===== src/rtl/vrf_read_arbiter.sv =====
// vrf_read_arbiter: round-robin, burst-granular arbitration of the single
// vector-register-file read port between NUM_REQ operand sequencers, with a
// fixed-latency tag pipeline that routes returned data to the issuing requester.
module vrf_read_arbiter #(
  parameter int NUM_REQ    = 4,
  parameter int ADDR_W     = 5,
  parameter int DATA_W     = 64,
  parameter int RD_LATENCY = 2
) (
  input  logic                            clk_i,
  input  logic                            arst_ni,
  input  logic [NUM_REQ-1:0][ADDR_W-1:0]  req_addr_i,
  input  logic [NUM_REQ-1:0]              req_last_i,
  input  logic [NUM_REQ-1:0]              req_valid_i,
  output logic [NUM_REQ-1:0]              req_ready_o,
  input  logic                            rf_ready_i,
  output logic                            rf_en_o,
  output logic [ADDR_W-1:0]               rf_addr_o,
  input  logic [DATA_W-1:0]               rf_data_i,
  output logic [DATA_W-1:0]               rsp_data_o,
  output logic [NUM_REQ-1:0]              rsp_valid_o
);

  localparam int ID_W = $clog2(NUM_REQ);

  typedef enum logic {
    IDLE,
    LOCKED
  } state_e;

  state_e                          state_q, state_d;
  logic [ID_W-1:0]                 ptr_q, ptr_d;
  logic [ID_W-1:0]                 owner_q, owner_d;
  logic [RD_LATENCY-1:0]           tag_vld_q;
  logic [RD_LATENCY-1:0][ID_W-1:0] tag_id_q;

  logic                            win_found;
  logic [ID_W-1:0]                 win_id;
  logic [ID_W-1:0]                 cand;
  logic [ID_W-1:0]                 sel_id;
  logic                            beat;
  logic [NUM_REQ-1:0]              ready;

  // Increment a requester index with wrap at NUM_REQ (handles non-power-of-2 counts).
  function automatic logic [ID_W-1:0] inc_id(input logic [ID_W-1:0] id);
    if (id == ID_W'(NUM_REQ - 1)) begin
      return '0;
    end
    return id + 1'b1;
  endfunction

  // Find the first valid requester at or after the round-robin pointer, with wrap.
  always_comb begin
    win_found = 1'b0;
    win_id    = '0;
    cand      = ptr_q;
    for (int k = 0; k < NUM_REQ; k++) begin
      if (!win_found && req_valid_i[cand]) begin
        win_found = 1'b1;
        win_id    = cand;
      end
      cand = inc_id(cand);
    end
  end

  // Next-state, pointer/owner update and grant generation; a burst holds the port until its last beat.
  always_comb begin
    state_d = state_q;
    ptr_d   = ptr_q;
    owner_d = owner_q;
    ready   = '0;
    beat    = 1'b0;
    sel_id  = win_id;
    case (state_q)
      IDLE: begin
        if (win_found && rf_ready_i) begin
          ready[win_id] = 1'b1;
          beat          = 1'b1;
          if (req_last_i[win_id]) begin
            ptr_d = inc_id(win_id);
          end else begin
            state_d = LOCKED;
            owner_d = win_id;
          end
        end
      end
      LOCKED: begin
        // The owner keeps the port even while its valid is low; nobody else gets in.
        sel_id         = owner_q;
        ready[owner_q] = rf_ready_i;
        if (rf_ready_i && req_valid_i[owner_q]) begin
          beat = 1'b1;
          if (req_last_i[owner_q]) begin
            state_d = IDLE;
            ptr_d   = inc_id(owner_q);
          end
        end
      end
      default: begin
        state_d = IDLE;
      end
    endcase
  end

  // Arbitration state register.
  always_ff @(posedge clk_i or negedge arst_ni) begin
    if (!arst_ni) begin
      state_q <= IDLE;
      ptr_q   <= '0;
      owner_q <= '0;
    end else begin
      state_q <= state_d;
      ptr_q   <= ptr_d;
      owner_q <= owner_d;
    end
  end

  // Tag pipeline: shifts every cycle so a response lines up exactly RD_LATENCY cycles after its beat.
  always_ff @(posedge clk_i or negedge arst_ni) begin
    if (!arst_ni) begin
      tag_vld_q <= '0;
      tag_id_q  <= '0;
    end else begin
      for (int s = RD_LATENCY - 1; s > 0; s--) begin
        tag_vld_q[s] <= tag_vld_q[s-1];
        tag_id_q[s]  <= tag_id_q[s-1];
      end
      tag_vld_q[0] <= beat;
      tag_id_q[0]  <= sel_id;
    end
  end

  // Outputs; everything combinational is held at zero while reset is asserted.
  always_comb begin
    req_ready_o = arst_ni ? ready : '0;
    rf_en_o     = arst_ni & beat;
    rf_addr_o   = (arst_ni && beat) ? req_addr_i[sel_id] : '0;
    rsp_data_o  = arst_ni ? rf_data_i : '0;
    rsp_valid_o = '0;
    if (arst_ni && tag_vld_q[RD_LATENCY-1]) begin
      rsp_valid_o[tag_id_q[RD_LATENCY-1]] = 1'b1;
    end
  end

endmodule


===== config.mk =====
export PLATFORM = sky130hd
export DESIGN_NAME = vrf_read_arbiter
export DESIGN_NICKNAME = d
export VERILOG_FILES = /design/src/rtl/vrf_read_arbiter.sv
export SDC_FILE = /design/constraint.sdc
export NUM_CORES = 1
export LEC_CHECK = 0
export CAP_MARGIN = 20
export CORE_MARGIN = 5
export CORE_UTILIZATION = 25
export DETAILED_ROUTE_END_ITERATION = 16
export PLACE_DENSITY = 0.7
export SLEW_MARGIN = 20
export SYNTH_ARGS = -nofsm -noshare
export SYNTH_HDL_FRONTEND = slang
export SYNTH_SLANG_ARGS = --single-unit

===== constraint.sdc =====
create_clock -name clk_i -period 3.5 [get_ports clk_i]
set_input_delay 0.35 -clock clk_i [delete_from_list [all_inputs] [get_ports clk_i]]
set_output_delay 0.35 -clock clk_i [all_outputs]
set_load 0.005 [all_outputs]

* Yosys cells after proc, flatten, opt, wreduce, memory -nomap -nowiden
Cells that the tools add are included.
** Operators by class
- Add/sub/neg operators :: 5
- Order comparisons :: 11
- Eq/ne operators :: 9
- Mux-type cells :: 71
- Bitwise logic cells :: 4
- Reductions and logical operators :: 15
** Operators by type and width (count)
- $mux W64 :: 1
- $mux W2 :: 19
- $mux W1 :: 31
- $lt A2 B3 Y1 const B :: 8
- $bmux W1 S2 :: 7
- $mux W4 :: 3
- $add A2 B1 Y2 const B :: 5
- $bmux W5 S2 :: 1
- $eq A2 B2 Y1 const B :: 5
- $logic_and A1 B1 Y1 :: 10
- $mux W5 :: 2
- $pmux W4 S2 :: 1
- $demux W1 S2 :: 3
- $ge A2 B1 Y1 const B :: 3
- $and A4 B4 Y4 :: 1
- $ne A2 B1 Y1 const B :: 2
- $ne A2 B2 Y1 const B :: 2
- $pmux W1 S2 :: 2
- $pmux W2 S2 :: 1
- $reduce_and A4 Y1 :: 1
- $logic_not A1 Y1 :: 3
- $reduce_and A3 Y1 :: 1
- $not A1 Y1 :: 2
- $and A1 B1 Y1 :: 1
** Storage, ports and cells
- Register bits :: 11
- Bits of input ports :: 95
- Output and inout bits :: 78
- Word-level logic and storage cells :: 121

* Depth between registers and ports, before layout
Gate-level depths: netlist of run 1.
- Depth in word-level cells :: 22
- Gate-level depth with buffers :: 12
- Gate-level depth less buffers :: 10

* Worst setup path after synthesis of run 1
OpenSTA, ideal clock, no wires.
- Path type :: reg2out
- Start :: register ptr_q[1]
- End :: output port rf_addr_o[0]
- Arrival time :: 2675 ps
- Data required time :: 3150 ps
- Path slack :: 475 ps
- Cell stages (with the launch flop) :: 12
- Cell sequence :: dfrtp_1 > ha_1 > mux2_2 > mux2i_2 > a31oi_1 > o2bb2ai_1 > o21a_1 > inv_1 > o21ai_0 > buf_2 > a211oi_1 > a211oi_1
** On the way
- Elaborated cells on any way between the ends :: 42
- Classes of those cells :: add/sub: 3; eq/ne: 3; mux: 28; reduce/logical: 8
** RTL lines
- from (decl) :: line 32 : logic [ID_W-1:0] ptr_q, ptr_d;
- from (signal assigned) :: line 113 : ptr_q <= ptr_d;
- branches (longest 12 deep; another with $add A2 B1 Y2)
- $mux W2 * :: line 58 : if (!win_found && req_valid_i[cand]) begin
- net win_id[1] :: line 38 : logic [ID_W-1:0] win_id;
- $mux W2 * :: line 74 : case (state_q)
- net sel_id[1] :: line 40 : logic [ID_W-1:0] sel_id;
- $bmux W5 S2 * :: line 137 : rf_addr_o = (arst_ni && beat) ? req_addr_i[sel_id] : '0;
- $mux W5 (implied by the code) * :: line 137
- $mux W5 * :: line 137
- to (decl) :: line 18 : output logic [ADDR_W-1:0] rf_addr_o,
Mark *: on every way through the listed nets, which the timed path passes. The select of a mux whose other input is x is not followed.

* Final worst setup path of run 1
- Start :: register ptr_q[0]
- End :: output port req_ready_o[2]
** On the way
- Word-level cells in the longest chain between the ends :: 20
- Elaborated cells on any way between the ends :: 43
- Classes of those cells :: add/sub: 3; order compare: 2; eq/ne: 3; mux: 27; reduce/logical: 8
** RTL lines
- branches (longest 12 deep; another with $add A2 B1 Y2)
- $mux W2 * :: line 58
- net win_id[1] :: line 38
- $lt A2 B3 Y1 (implied by the code) / $ge A2 B1 Y1 (equally long branches) :: line 77 : ready[win_id] = 1'b1;
- $logic_and A1 B1 Y1 (implied by the code) :: line 77
- $mux W1 (implied by the code) :: line 77
- $demux W1 S2 * :: line 77
- $mux W4 * :: line 76 : if (win_found && rf_ready_i) begin
- $pmux W4 S2 * :: line 74
- $mux W4 * :: line 135 : req_ready_o = arst_ni ? ready : '0;
- to (decl) :: line 15 : output logic [NUM_REQ-1:0] req_ready_o,
Marked as above.

==> results.env, run 1 <==
VIA_PER_INST=4.74
SLEW-LIMIT-HEADROOM_PCT=67.6
WORST_PATH_DOMINANT_CELL_FAMILY='compound AO/OA/AOI/OAI gates'
ROUTED_WL_MM=7.85
IO_PINS=173
LARGEST_NET_DEGREE_AT_THE_START_OF_GLOBAL_ROUTING=48
PORT_BUFFERS=172
POWER.DENSITY_CELL_AREA_mW_PER_MM2=580
ANTENNA_FOUND_INITIAL=0
POST_SYNTHESIS_AVERAGE_CELL_AREA_UM2=7.57
POST_ROUTE_CELLS_DRIVE_ABOVE_1_SHARE_PCT=13.5
FINAL_NETS=520
WORST_REG2REG_PATH_DEPTH=10
MAXCLOCKFREQUENCY_MHz=295
NUMBER_OF_GLOBAL_ROUTE_VIAS_BEFORE_REPAIR=2365
SYNTH.FF_LATCH_COUNT=11
CTS_BUFFERS=3
ROOT_BUFFER='clkbuf_8'
GP_CONGESTION=0.813
CLOCK_PATH_BUFFERS=2
WORSTPATHMAXFANOUT=5
SYNTH.LIB_CELLS_USED.DISTINCT=43
RUN_STATUS='finished, final reports clean'
N_ANTENNA_CELL=0
NUM-FILL-CELLS=640
SYNTH_FLOP_CELL='dfrtp_1'
POST-ROUTE-PERIOD-UTIL_PCT=96.8
CORE_MM2=0.00676
AREA.GROWTH.SYNTH_TO_FINAL_PCT=118
MAX-CAP-VIOLATIONS=0
GRT_FIRST_PASS_WIRELENGTH_MM=11.8
P_LEAK_nW=1.54
RR_ENDPOINT='ptr_q[0]$_DFFE_PN0P_'
ARRIVAL_TIME_OF_THE_WORST_SETUP_PATH_NS=3.04
WORSTPATHCELLLIST='ha_4 > mux2_2 > mux2i_4 > a31oi_2 > o2bb2ai_1 > o21a_1 > buf_4 > ha_1 > nand2_1 > a21oi_2 > clkdlybuf4s50_1'
SYNTH_ASYNC_SR_FLOP_SHARE_PCT=100
VDD_IR_DROP_MAX_uV=542
SETUP_SLACK_AT_PLACEMENT_NS=-0.0756
ROWS=30
ROUTED_WIRE_LENGTH_PER_INSTANCE_UM=15.9
SLOWEST_STAGE='clkdlybuf4s50_1'
FIRSTDRTPASSITERS=4
SYNTHCELLS=229
CRITICAL_PATH.REG2REG.STARTPOINT='ptr_q[0]$_DFFE_PN0P_'
CLOCK_SINKS=11
GLOBALROUTEOVERFLOWTOTAL=0
VIA_COUNT=2344
DETAILEDROUTE.FIRSTITERATIONVIOLATIONS=77
SYNTH_ENABLE_FLOP_CELLS=0
SETUP_WS_NS=0.111
INITIAL_CORE_UTIL_PCT=25.6
DP.FINAL_HPWL_MM=6.43
ANT_NETS=0
TRITONCTS='done'
DIE_W_UM=93.3
YS.WARNINGS.COUNT=0
WORST_HOLD_PATH_TYPE='in2async'
POST_DP_CELL_AREA_MM2=0.00361
SETUP.WORST_PATH.START_CLASS='flip-flop'
CP_NUM_BUF_INV=2
MAX_SLEW.WORST_PIN.SLEW_NS=0.486
WORST_PATH_LARGEST_CELL_DELAY_NS=0.52
WORSTSETUPENDPOINTTYPE='output port'
SYNTH_SEQ_AREA_SHARE_PCT=15.9
SYN_NETS=333
TIMING.CLOCK.SKEW_NS=0.000435
R2R_SETUP_SLACK_NS=0.49
CLOCK_TREE.HTREE_LEVEL_COUNT=1
PERIOD_MINUS_SLACK_NS=3.39
DIE-HEIGHT_UM=93.3
GRT_UTIL_ALL_LAYERS_PCT=16.7
HOLD_BUFFERS=0
DESIGN_AREA_MM2=0.00378
SYNTH_CELL_AREA_MM2=0.00173
SETUP_VIOL=0
DESIGN.DIE.AREA_MM2=0.00870
WORST-ENDPOINT-REQUIRED_NS=3.15
RSZ0062_AT_GRT='yes'
CP.DEPTH=11
CLK_PIN_SLEW_NS=0.05
CLKLATENCYLATEPIN_NS=0.23
MAXSLEWVIOLCOUNT=0
FINALHOLDWORSTSLACK_NS=0.0832
SETUP_CRIT_PATH_KIND='reg2out'
DRC=0
FINAL_HOLD_VIOLATIONS=0
FINAL_CORE_UTILIZATION_PCT=55.9
[repair_timing]
action                                  4_1_cts  5_1_grt
resized for setup                            10       12
gates cloned                                  1        0
setup buffers                                 6        3
endpoints found under the setup margin        9        5
pin swaps                                     1        4
[cells in the final DEF (no fill, tap or decap), types with 4 or more instances in the layout]
cell and n:
nor2_1 10, dlygate4sd2_1 4, a211oi_1 10, buf_4 25, mux2i_1 8, and2_1 65
nor2b_1 5, a21oi_2 4, nand2_1 12, inv_1 10, ha_1 8, clkdlybuf4s50_1 166
dfrtp_1 11, a21oi_1 9, nand3_1 7, nand2b_1 6
[kinds of logic (layout without fill, tap and decap cells)]
group / after synthesis / in the layout / synth area share, %
and+or+nand+nor: 117 / 117 / 38.6
muxes: 17 / 17 / 13.0
AOI/OAI and AO/OA: 47 / 47 / 18.7
buffers and inverters: 27 / 213 / 6.79
DFF: 11 / 11 / 15.9
adders and majority gates: 9 / 9 / 6.50
xor gates and xnor gates: 1 / 1 / 0.506
[Yosys cell counts (2+ instances only)]
cell type  instances  area, µm²
buf_2              4       20.0
nand3b_1           3       22.5
a211oi_1          11       82.6
mux2i_1            8       80.1
ha_1               9        113
mux2_2             3       33.8
and3_1             2       12.5
dfrtp_1           11        275
nand2_1           13       48.8
nor2_1            10       37.5
mux2_4             2       30.0
nand3_1            7       35.0
mux4_2             3       67.6
a31oi_1            4       25.0
nand2b_1           6       37.5
or2_2              2       12.5
o21ai_0            5       25.0
a21oi_1           13       65.1
nor3_1             2       10.0
clkbuf_1          11       41.3
nor2b_1            5       31.3
and2_1            65        407
inv_1             10       37.5
[power by group]
group	switching, mW	leakage, nW	internal, mW
Clock	0.0407	0.0228	0.0794
Combinational	0.823	1.39	0.982
Sequential	0.0730	0.128	0.193
[how the worst max path moves through the flow]
| stage | startpoint | slack [ns] | to |
|---|---|---|---|
| after floorplan | ptr_q[1]$_DFFE_PN0P_ | 0.48 | rf_addr_o[0] |
| after global placement | ptr_q[0]$_DFFE_PN0P_ | 0.06 | rf_addr_o[1] |
| after detailed placement | ptr_q[0]$_DFFE_PN0P_ | -0.08 | rf_addr_o[4] |
| after CTS | ptr_q[0]$_DFFE_PN0P_ | 0.005 | req_ready_o[2] |
| after global routing | ptr_q[0]$_DFFE_PN0P_ | -0.02 | req_ready_o[3] |
| final | ptr_q[0]$_DFFE_PN0P_ | 0.11 | req_ready_o[2] |
[registers in the layout (all words and copies together), names as in the netlist]
register	flops
tag_id_q	4
owner_q	2
ptr_q	2
tag_vld_q	2
state_q	1
[through the flow]
step,power [mW],setup TNS [ns],cells
2_1_floorplan,1.20,0,229
3_3_place_gp,1.78,0,481
3_5_place_dp,1.81,-0.253,481
4_1_cts,2.10,0,492
5_1_grt,2.38,-0.0450,495
6_report,2.19,0,495
[per-layer routing]
| layer | share of wire (%) | vias to the layer above | global-route usage (%) |
|---|---|---|---|
| li1 | - | 1164 | - |
| met4 | 3.6 | 0 | 6.59 |
| met5 | 0 | - | 0 |
| met2 | 50 | 130 | 30.6 |
| met1 | 38 | 1033 | 19.1 |
| met3 | 8.3 | 17 | 2.82 |
[worst reg2reg max path: cells and delay by family (launching register included)]
kind            cells  cell delay (ns)
buf+inv             1             0.13
flops               1             0.40
fa+ha+maj           1             0.31
compound gates      4             0.85
mux                 4             1.20
[final cells by class]
type                            instances  area (µm²)  area share, %
Clock buffer                            4        45.0           1.19
Inverter                               10        37.5          0.994
Multi-Input combinational cell        191        1400           37.1
Sequential cell                        11         275           7.29
Tap cell                               80         100           2.65
Timing Repair Buffer                  199        1920           50.8
Power figures use the tool's default switching activity.
==> inputs of run 2 (changes only) <==
--- a/config.mk
+++ b/config.mk
@@ -7,9 +7,10 @@
 export LEC_CHECK = 0
 export CAP_MARGIN = 20
 export CORE_MARGIN = 5
-export CORE_UTILIZATION = 25
+export CORE_UTILIZATION = 30
 export DETAILED_ROUTE_END_ITERATION = 16
-export PLACE_DENSITY = 0.7
+export MAX_ROUTING_LAYER = met4
+export PLACE_DENSITY = 0.82
 export SLEW_MARGIN = 20
 export SYNTH_ARGS = -nofsm -noshare
 export SYNTH_HDL_FRONTEND = slang
==> run 2 against run 1 <==
Net effect: sequential cell count stayed put; combinational power is 7% lower; fmax is 0.35% higher; global-route usage is 3.4 points higher; clock skew hardly changed; total power is 5.4% lower; core utilization is 11 points higher; sequential power hardly changed; die area is 15% lower; critical endpoint is now req_ready_o[0]; largest cell class unchanged.
==> results.env, run 2 (same netlist as run 1, synthesis figures left out) <==
GRT_UTIL_ALL_LAYERS_PCT=20.0  # was 16.7%
TRITONCTS='done'  # unchanged
RSZ0062_AT_GRT='yes'  # unchanged
TOP_REGISTER='tag_id_q'  # unchanged
CLK_PIN_SLEW_NS=0.05  # about the same
AREA.GROWTH.SYNTH_TO_FINAL_PCT=114  # was 118%
ROUTED_WIRE_LENGTH_PER_INSTANCE_UM=16.3  # was 15.9 µm
SLOWEST_STAGE='clkdlybuf4s50_1'  # unchanged
PERIOD_MINUS_SLACK_NS=3.38  # was 3.39 ns
LARGEST_NET_DEGREE_AT_THE_START_OF_GLOBAL_ROUTING=78  # was 48
FINAL_CORE_UTILIZATION_PCT=66.6  # was 55.9%
SETUP_VIOL=0  # unchanged
FINAL_CELLS=480  # was 495
WORST-ENDPOINT-REQUIRED_NS=3.15  # about the same
WORST_PATH_LARGEST_CELL_DELAY_NS=0.52  # about the same
TIMING.CLOCK.SKEW_NS=0.000824  # was 0.000435 ns
DRC=0  # unchanged
WORST_REG2REG_PATH_DEPTH=10  # unchanged
ROUTED_WL_MM=7.80  # was 7.85 mm
LAYOUT_COMMON_CELLS='clkdlybuf4s50_1 (165), and2_1 (64), buf_4 (19), nand2_1 (13), dfrtp_1 (11)'  # was clkdlybuf4s50_1 (166), and2_1 (65), buf_4 (25), nand2_1 (12), dfrtp_1 (11)
SETUP.WORST_PATH.START_CLASS='flip-flop'  # unchanged
VDD_IR_DROP_MAX_uV=651  # was 542 µV
FINAL_NETS=513  # was 520
CLKLATENCYLATEPIN_NS=0.23  # about the same
POST-ROUTE-PERIOD-UTIL_PCT=96.5  # was 96.8%
GP_CONGESTION=0.929  # was 0.813
INITIAL_CORE_UTIL_PCT=31.1  # was 25.6%
SETUP_CRIT_PATH_KIND='reg2out'  # unchanged
ROWS=27  # was 30
ARRIVAL_TIME_OF_THE_WORST_SETUP_PATH_NS=3.03  # was 3.04 ns
POST_ROUTE_CELLS_DRIVE_ABOVE_1_SHARE_PCT=11.5  # was 13.5%
CLOCK_TREE.HTREE_LEVEL_COUNT=1  # unchanged
GLOBALROUTEOVERFLOWTOTAL=0  # unchanged
HOLD_BUFFERS=0  # unchanged
FINALHOLDWORSTSLACK_NS=0.252  # was 0.0832 ns
CORE_MM2=0.00557  # was 0.00676 mm²
LARGEST_REGISTER_FFS=4  # unchanged
FIRSTDRTPASSITERS=4  # unchanged
DETAILEDROUTE.FIRSTITERATIONVIOLATIONS=132  # was 77
CTS_BUFFERS=3  # unchanged
MAX-CAP-VIOLATIONS=0  # unchanged
NUMPLACEDINSTANCES=472  # was 481
DESIGN.DIE.AREA_MM2=0.00740  # was 0.00870 mm²
MAXSLEWVIOLCOUNT=0  # unchanged
SLEW-LIMIT-HEADROOM_PCT=63.3  # was 67.6%
DIE-HEIGHT_UM=86  # was 93.3 µm
VIA_PER_INST=4.77  # was 4.74
P_LEAK_nW=1.53  # was 1.54 nW
ROOT_BUFFER='clkbuf_8'  # unchanged
ANTENNA_FOUND_INITIAL=0  # unchanged
CLOCK_SINKS=11  # unchanged
NUMBER_OF_GLOBAL_ROUTE_VIAS_BEFORE_REPAIR=2170  # was 2,365
WORST_HOLD_PATH_TYPE='in2async'  # unchanged
GRT_FIRST_PASS_WIRELENGTH_MM=11.4  # was 11.8 mm
IO_PINS=173  # unchanged
WORSTPATHCELLLIST='ha_4 > mux2_2 > a31oi_1 > a211oi_1 > a31oi_1 > buf_4 > nand2_1 > inv_1 > ha_1 > nand2_1 > a21oi_1 > clkdlybuf4s50_1'  # was ha_4 > mux2_2 > mux2i_4 > a31oi_2 > o2bb2ai_1 > o21a_1 > buf_4 > ha_1 > nand2_1 > a21oi_2 > clkdlybuf4s50_1
DP.FINAL_HPWL_MM=6.50  # was 6.43 mm
MOSTFREQUENTLAYOUTCELL='clkdlybuf4s50_1'  # unchanged
MAX_SLEW.WORST_PIN.SLEW_NS=0.550  # was 0.486 ns
N_ANTENNA_CELL=0  # unchanged
FINAL_HOLD_VIOLATIONS=0  # unchanged
VIA_COUNT=2290  # was 2,344
R2R_SETUP_SLACK_NS=0.52  # was 0.49 ns
MAXCLOCKFREQUENCY_MHz=296  # was 295 MHz
RR_ENDPOINT='ptr_q[0]$_DFFE_PN0P_'  # unchanged
WORSTSETUPENDPOINTTYPE='output port'  # unchanged
WORSTPATHMAXFANOUT=5  # unchanged
CLOCK_PATH_BUFFERS=2  # unchanged
ANT_NETS=0  # unchanged
DIE_W_UM=86  # was 93.3 µm
PORT_BUFFERS=172  # unchanged
CRITICAL_PATH.REG2REG.STARTPOINT='ptr_q[1]$_DFFE_PN0P_'  # was ptr_q[0]$_DFFE_PN0P_
POWER.DENSITY_CELL_AREA_mW_PER_MM2=559  # was 580 mW/mm²
RUN_STATUS='finished, final reports clean'  # unchanged
==> run 2: final cells by class <==
type | instances | area [µm²]
clock buffers | 4 | 45.0
repair buffers | 192 | 1870
multi-input cells | 191 | 1390
well taps | 72 | 90.1
fillers | 476 | 1860
inverters | 10 | 37.5
flip-flops and latches | 11 | 275
==> run 2: how the worst max path moves through the flow <==
stage / slack, ns / start / end
floorplan: 0.48 / ptr_q[1]$_DFFE_PN0P_ / rf_addr_o[0]
global placement: 0.08 / ptr_q[0]$_DFFE_PN0P_ / rf_addr_o[1]
detailed placement: 0.01 / ptr_q[0]$_DFFE_PN0P_ / rf_addr_o[0]
CTS: 0.08 / ptr_q[0]$_DFFE_PN0P_ / req_ready_o[0]
global route: -0.005 / ptr_q[1]$_DFFE_PN0P_ / rf_addr_o[1]
finish: 0.12 / ptr_q[1]$_DFFE_PN0P_ / req_ready_o[0]
==> run 2: power by group <==
part           leakage [nW]  total (mW)  switching, mW  internal (mW)
logic                  1.38        1.69          0.787          0.901
clock network        0.0228       0.121         0.0412         0.0794
registers             0.128       0.264         0.0717          0.193
total                  1.53        2.07          0.900           1.17
==> run 2: through the flow <==
stage               area (µm²)  setup TNS [ns]  setup WS [ns]  power, mW
floorplan                 1730               0          0.475       1.20
global placement          3590               0         0.0844       1.77
detailed placement        3590               0        0.00967       1.81
CTS                       3670               0         0.0797       1.99
global route              3710        -0.00496       -0.00496       2.24
finish                    3710               0          0.122       2.07
==> run 2: timing repair <==
item,in CTS,in global routing
gates resized for setup,7,12
pin swaps,1,2
buffers inserted,2,2
setup endpoints to repair,5,8
==> run 2: critical path, delay by kind of cell, from the launching register on <==
family | cells | cell delay (ns)
buffers and inverters | 3 | 0.80
AOI/OAI and AO/OA | 4 | 0.61
adders and majority gates | 2 | 0.45
DFF | 1 | 0.41
muxes | 1 | 0.37
and+or+nand+nor | 2 | 0.16
==> run 2: layer usage <==
| layer | GRT usage [%] | vias up | wire length, µm |
|---|---|---|---|
| met5 | - | - | 0 |
| met4 | 5.61 | 0 | 156 |
| met3 | 3.84 | 14 | 596 |
| met2 | 34.8 | 123 | 3910 |
| met1 | 23.4 | 1012 | 3140 |
| li1 | - | 1141 | - |
==> inputs of run 3 (changes only) <==
--- a/config.mk
+++ b/config.mk
@@ -8,6 +8,7 @@
 export CAP_MARGIN = 20
 export CORE_MARGIN = 5
 export CORE_UTILIZATION = 30
+export CTS_BUF_LIST = sky130_fd_sc_hd__clkbuf_8 sky130_fd_sc_hd__clkbuf_16
 export DETAILED_ROUTE_END_ITERATION = 16
 export MAX_ROUTING_LAYER = met4
 export PLACE_DENSITY = 0.82
==> run 3 against run 2 <==
Net effect: critical path depth is the same; count of clock-buffer cells in the layout shrank 1; sequential cell count is the same; global-route usage is the same; critical endpoint unchanged; highest routed layer unchanged.
==> results.env, run 3 (same netlist as run 1, synthesis figures left out) <==
DIE-HEIGHT_UM=86  # unchanged
SETUP_SLACK_AT_PLACEMENT_NS=0.00967  # unchanged
MOSTFREQUENTLAYOUTCELL='clkdlybuf4s50_1'  # unchanged
MULTI_INPUT_AREA_MM2=0.00139  # unchanged
INITIAL_CORE_UTIL_PCT=31.1  # unchanged
FINAL_HOLD_VIOLATIONS=0  # unchanged
LAYOUT_COMMON_CELLS='clkdlybuf4s50_1 (165), and2_1 (64), buf_4 (19), nand2_1 (13)'  # was clkdlybuf4s50_1 (165), and2_1 (64), buf_4 (19), nand2_1 (13), dfrtp_1 (11)
AREA.GROWTH.SYNTH_TO_FINAL_PCT=114  # unchanged
WORST_HOLD_PATH_TYPE='in2async'  # unchanged
DIE_W_UM=86  # unchanged
POWER.DENSITY_CELL_AREA_mW_PER_MM2=558  # was 559 mW/mm²
VIA_COUNT=2282  # was 2,290
WORST_REG2REG_PATH_DEPTH=10  # unchanged
P_LEAK_nW=1.53  # about the same
RR_ENDPOINT='ptr_q[0]$_DFFE_PN0P_'  # unchanged
SETUP_WS_NS=0.122  # about the same
WORST-ENDPOINT-REQUIRED_NS=3.15  # about the same
CORE_MM2=0.00557  # unchanged
CTS_BUFFERS=3  # unchanged
ROUTED_WL_MM=7.81  # was 7.80 mm
IO_PINS=173  # unchanged
LARGEST_REGISTER_FFS=4  # unchanged
CRITICAL_PATH.REG2REG.STARTPOINT='ptr_q[1]$_DFFE_PN0P_'  # unchanged
GRT_FIRST_PASS_WIRELENGTH_MM=11.4  # unchanged
DRC=0  # unchanged
LARGEST_NET_DEGREE_AT_THE_START_OF_GLOBAL_ROUTING=78  # unchanged
MAX-CAP-VIOLATIONS=0  # unchanged
ARRIVAL_TIME_OF_THE_WORST_SETUP_PATH_NS=3.03  # about the same
FINAL_NETS=513  # unchanged
GRT_UTIL_ALL_LAYERS_PCT=20.0  # unchanged
MAXCLOCKFREQUENCY_MHz=296  # about the same
SLEW-LIMIT-HEADROOM_PCT=63.3  # unchanged
WORSTSETUPENDPOINTTYPE='output port'  # unchanged
POST-ROUTE-PERIOD-UTIL_PCT=96.5  # about the same
WORSTPATHMAXFANOUT=5  # unchanged
TIMING.CLOCK.SKEW_NS=0.000897  # was 0.000824 ns
SETUP.WORST_PATH.START_CLASS='flip-flop'  # unchanged
R2R_SETUP_SLACK_NS=0.52  # about the same
ANTENNA_FOUND_INITIAL=0  # unchanged
POST_ROUTE_CELLS_DRIVE_ABOVE_1_SHARE_PCT=11.5  # unchanged
PORT_BUFFERS=172  # unchanged
NUMBER_OF_GLOBAL_ROUTE_VIAS_BEFORE_REPAIR=2170  # unchanged
DP.FINAL_HPWL_MM=6.50  # unchanged
MAX_SLEW.WORST_PIN.SLEW_NS=0.550  # unchanged
SETUP_CRIT_PATH_KIND='reg2out'  # unchanged
NUM-FILL-CELLS=476  # unchanged
SETUP_VIOL=0  # unchanged
ANT_NETS=0  # unchanged
CLK_PIN_SLEW_NS=0.05  # about the same
GP_CONGESTION=0.929  # unchanged
VDD_IR_DROP_MAX_uV=650  # was 651 µV
N_ANTENNA_CELL=0  # unchanged
FIRSTDRTPASSITERS=4  # unchanged
DESIGN.DIE.AREA_MM2=0.00740  # unchanged
PERIOD_MINUS_SLACK_NS=3.38  # about the same
TRITONCTS='done'  # unchanged
VIA_PER_INST=4.75  # was 4.77
FF_LATCH_AREA_UM2=275  # unchanged
RSZ0062_AT_GRT='yes'  # unchanged
GLOBALROUTEOVERFLOWTOTAL=0  # unchanged
CLOCK_PATH_BUFFERS=2  # unchanged
ROUTED_WIRE_LENGTH_PER_INSTANCE_UM=16.3  # about the same
FINALHOLDWORSTSLACK_NS=0.252  # about the same
RUN_STATUS='finished, final reports clean'  # unchanged
DETAILEDROUTE.FIRSTITERATIONVIOLATIONS=132  # unchanged
CLOCK_SINKS=11  # unchanged
MAXSLEWVIOLCOUNT=0  # unchanged
CLOCK_TREE.HTREE_LEVEL_COUNT=1  # unchanged
ROOT_BUFFER='clkbuf_8'  # unchanged
TOP_REGISTER='tag_id_q'  # unchanged
ROWS=27  # unchanged
CLKLATENCYLATEPIN_NS=0.23  # about the same
==> run 3: area by class of cell <==
| type | instances | area share [%] |
|---|---|---|
| Clock buffer | 3 | 1.11 |
| Clock inverter | 1 | 0.101 |
| Inverter | 10 | 1.01 |
| Multi-Input combinational cell | 191 | 37.5 |
| Sequential cell | 11 | 7.42 |
| Tap cell | 72 | 2.43 |
| Timing Repair Buffer | 192 | 50.4 |
==> run 3: through the flow <==
step / instances / TNS [ns] / utilization [%] / instance area [µm²] / power, mW
floorplan: 229 / 0 / - / 1730 / 1.20
global placement: 472 / 0 / 64.4 / 3590 / 1.77
global route: 480 / -0.00496 / 66.6 / 3710 / 2.24
detailed placement: 472 / 0 / 64.4 / 3590 / 1.81
CTS: 478 / 0 / 65.8 / 3670 / 1.99
finish: 480 / 0 / 66.6 / 3710 / 2.07
==> run 3: critical path, stage by stage, from the launching register on <==
cell	delay (ns)
dfrtp_1	0.41
ha_4	0.31
mux2_2	0.37
a31oi_1	0.18
a211oi_1	0.07
a31oi_1	0.24
buf_4	0.18
nand2_1	0.11
inv_1	0.10
ha_1	0.14
nand2_1	0.05
a21oi_1	0.13
clkdlybuf4s50_1	0.52
==> run 3: worst max path at each step <==
stage	start	end	slack, ns	cells after the start
floorplan	ptr_q[1]$_DFFE_PN0P_	rf_addr_o[0]	0.48	11
CTS	ptr_q[0]$_DFFE_PN0P_	req_ready_o[0]	0.08	12
detailed placement	ptr_q[0]$_DFFE_PN0P_	rf_addr_o[0]	0.01	12
finish	ptr_q[1]$_DFFE_PN0P_	req_ready_o[0]	0.12	12
global route	ptr_q[1]$_DFFE_PN0P_	rf_addr_o[1]	-0.005	13
global placement	ptr_q[0]$_DFFE_PN0P_	rf_addr_o[1]	0.08	12
==> run 3: what timing repair did <==
| item | CTS | global route |
|---|---|---|
| pin swaps | 1 | 2 |
| setup buffers | 2 | 2 |
| setup endpoints to repair | 5 | 8 |
| hold buffers | 0 | 0 |
| resized for setup | 7 | 12 |
==> run 3: power breakdown <==
group	internal (mW)	total [mW]	switching, mW
sequential	0.193	0.264	0.0719
combinational	0.901	1.69	0.787
clock	0.0764	0.118	0.0413
total	1.17	2.07	0.900
==> run 3: metal layers <==
metal  track usage, %  vias up  wire [µm]
met2             34.8      121       3910
met1             23.4     1006       3150
li1                 -     1141          -
met5                -        -          0
met3             3.84       14        597
met4             5.61        0        156
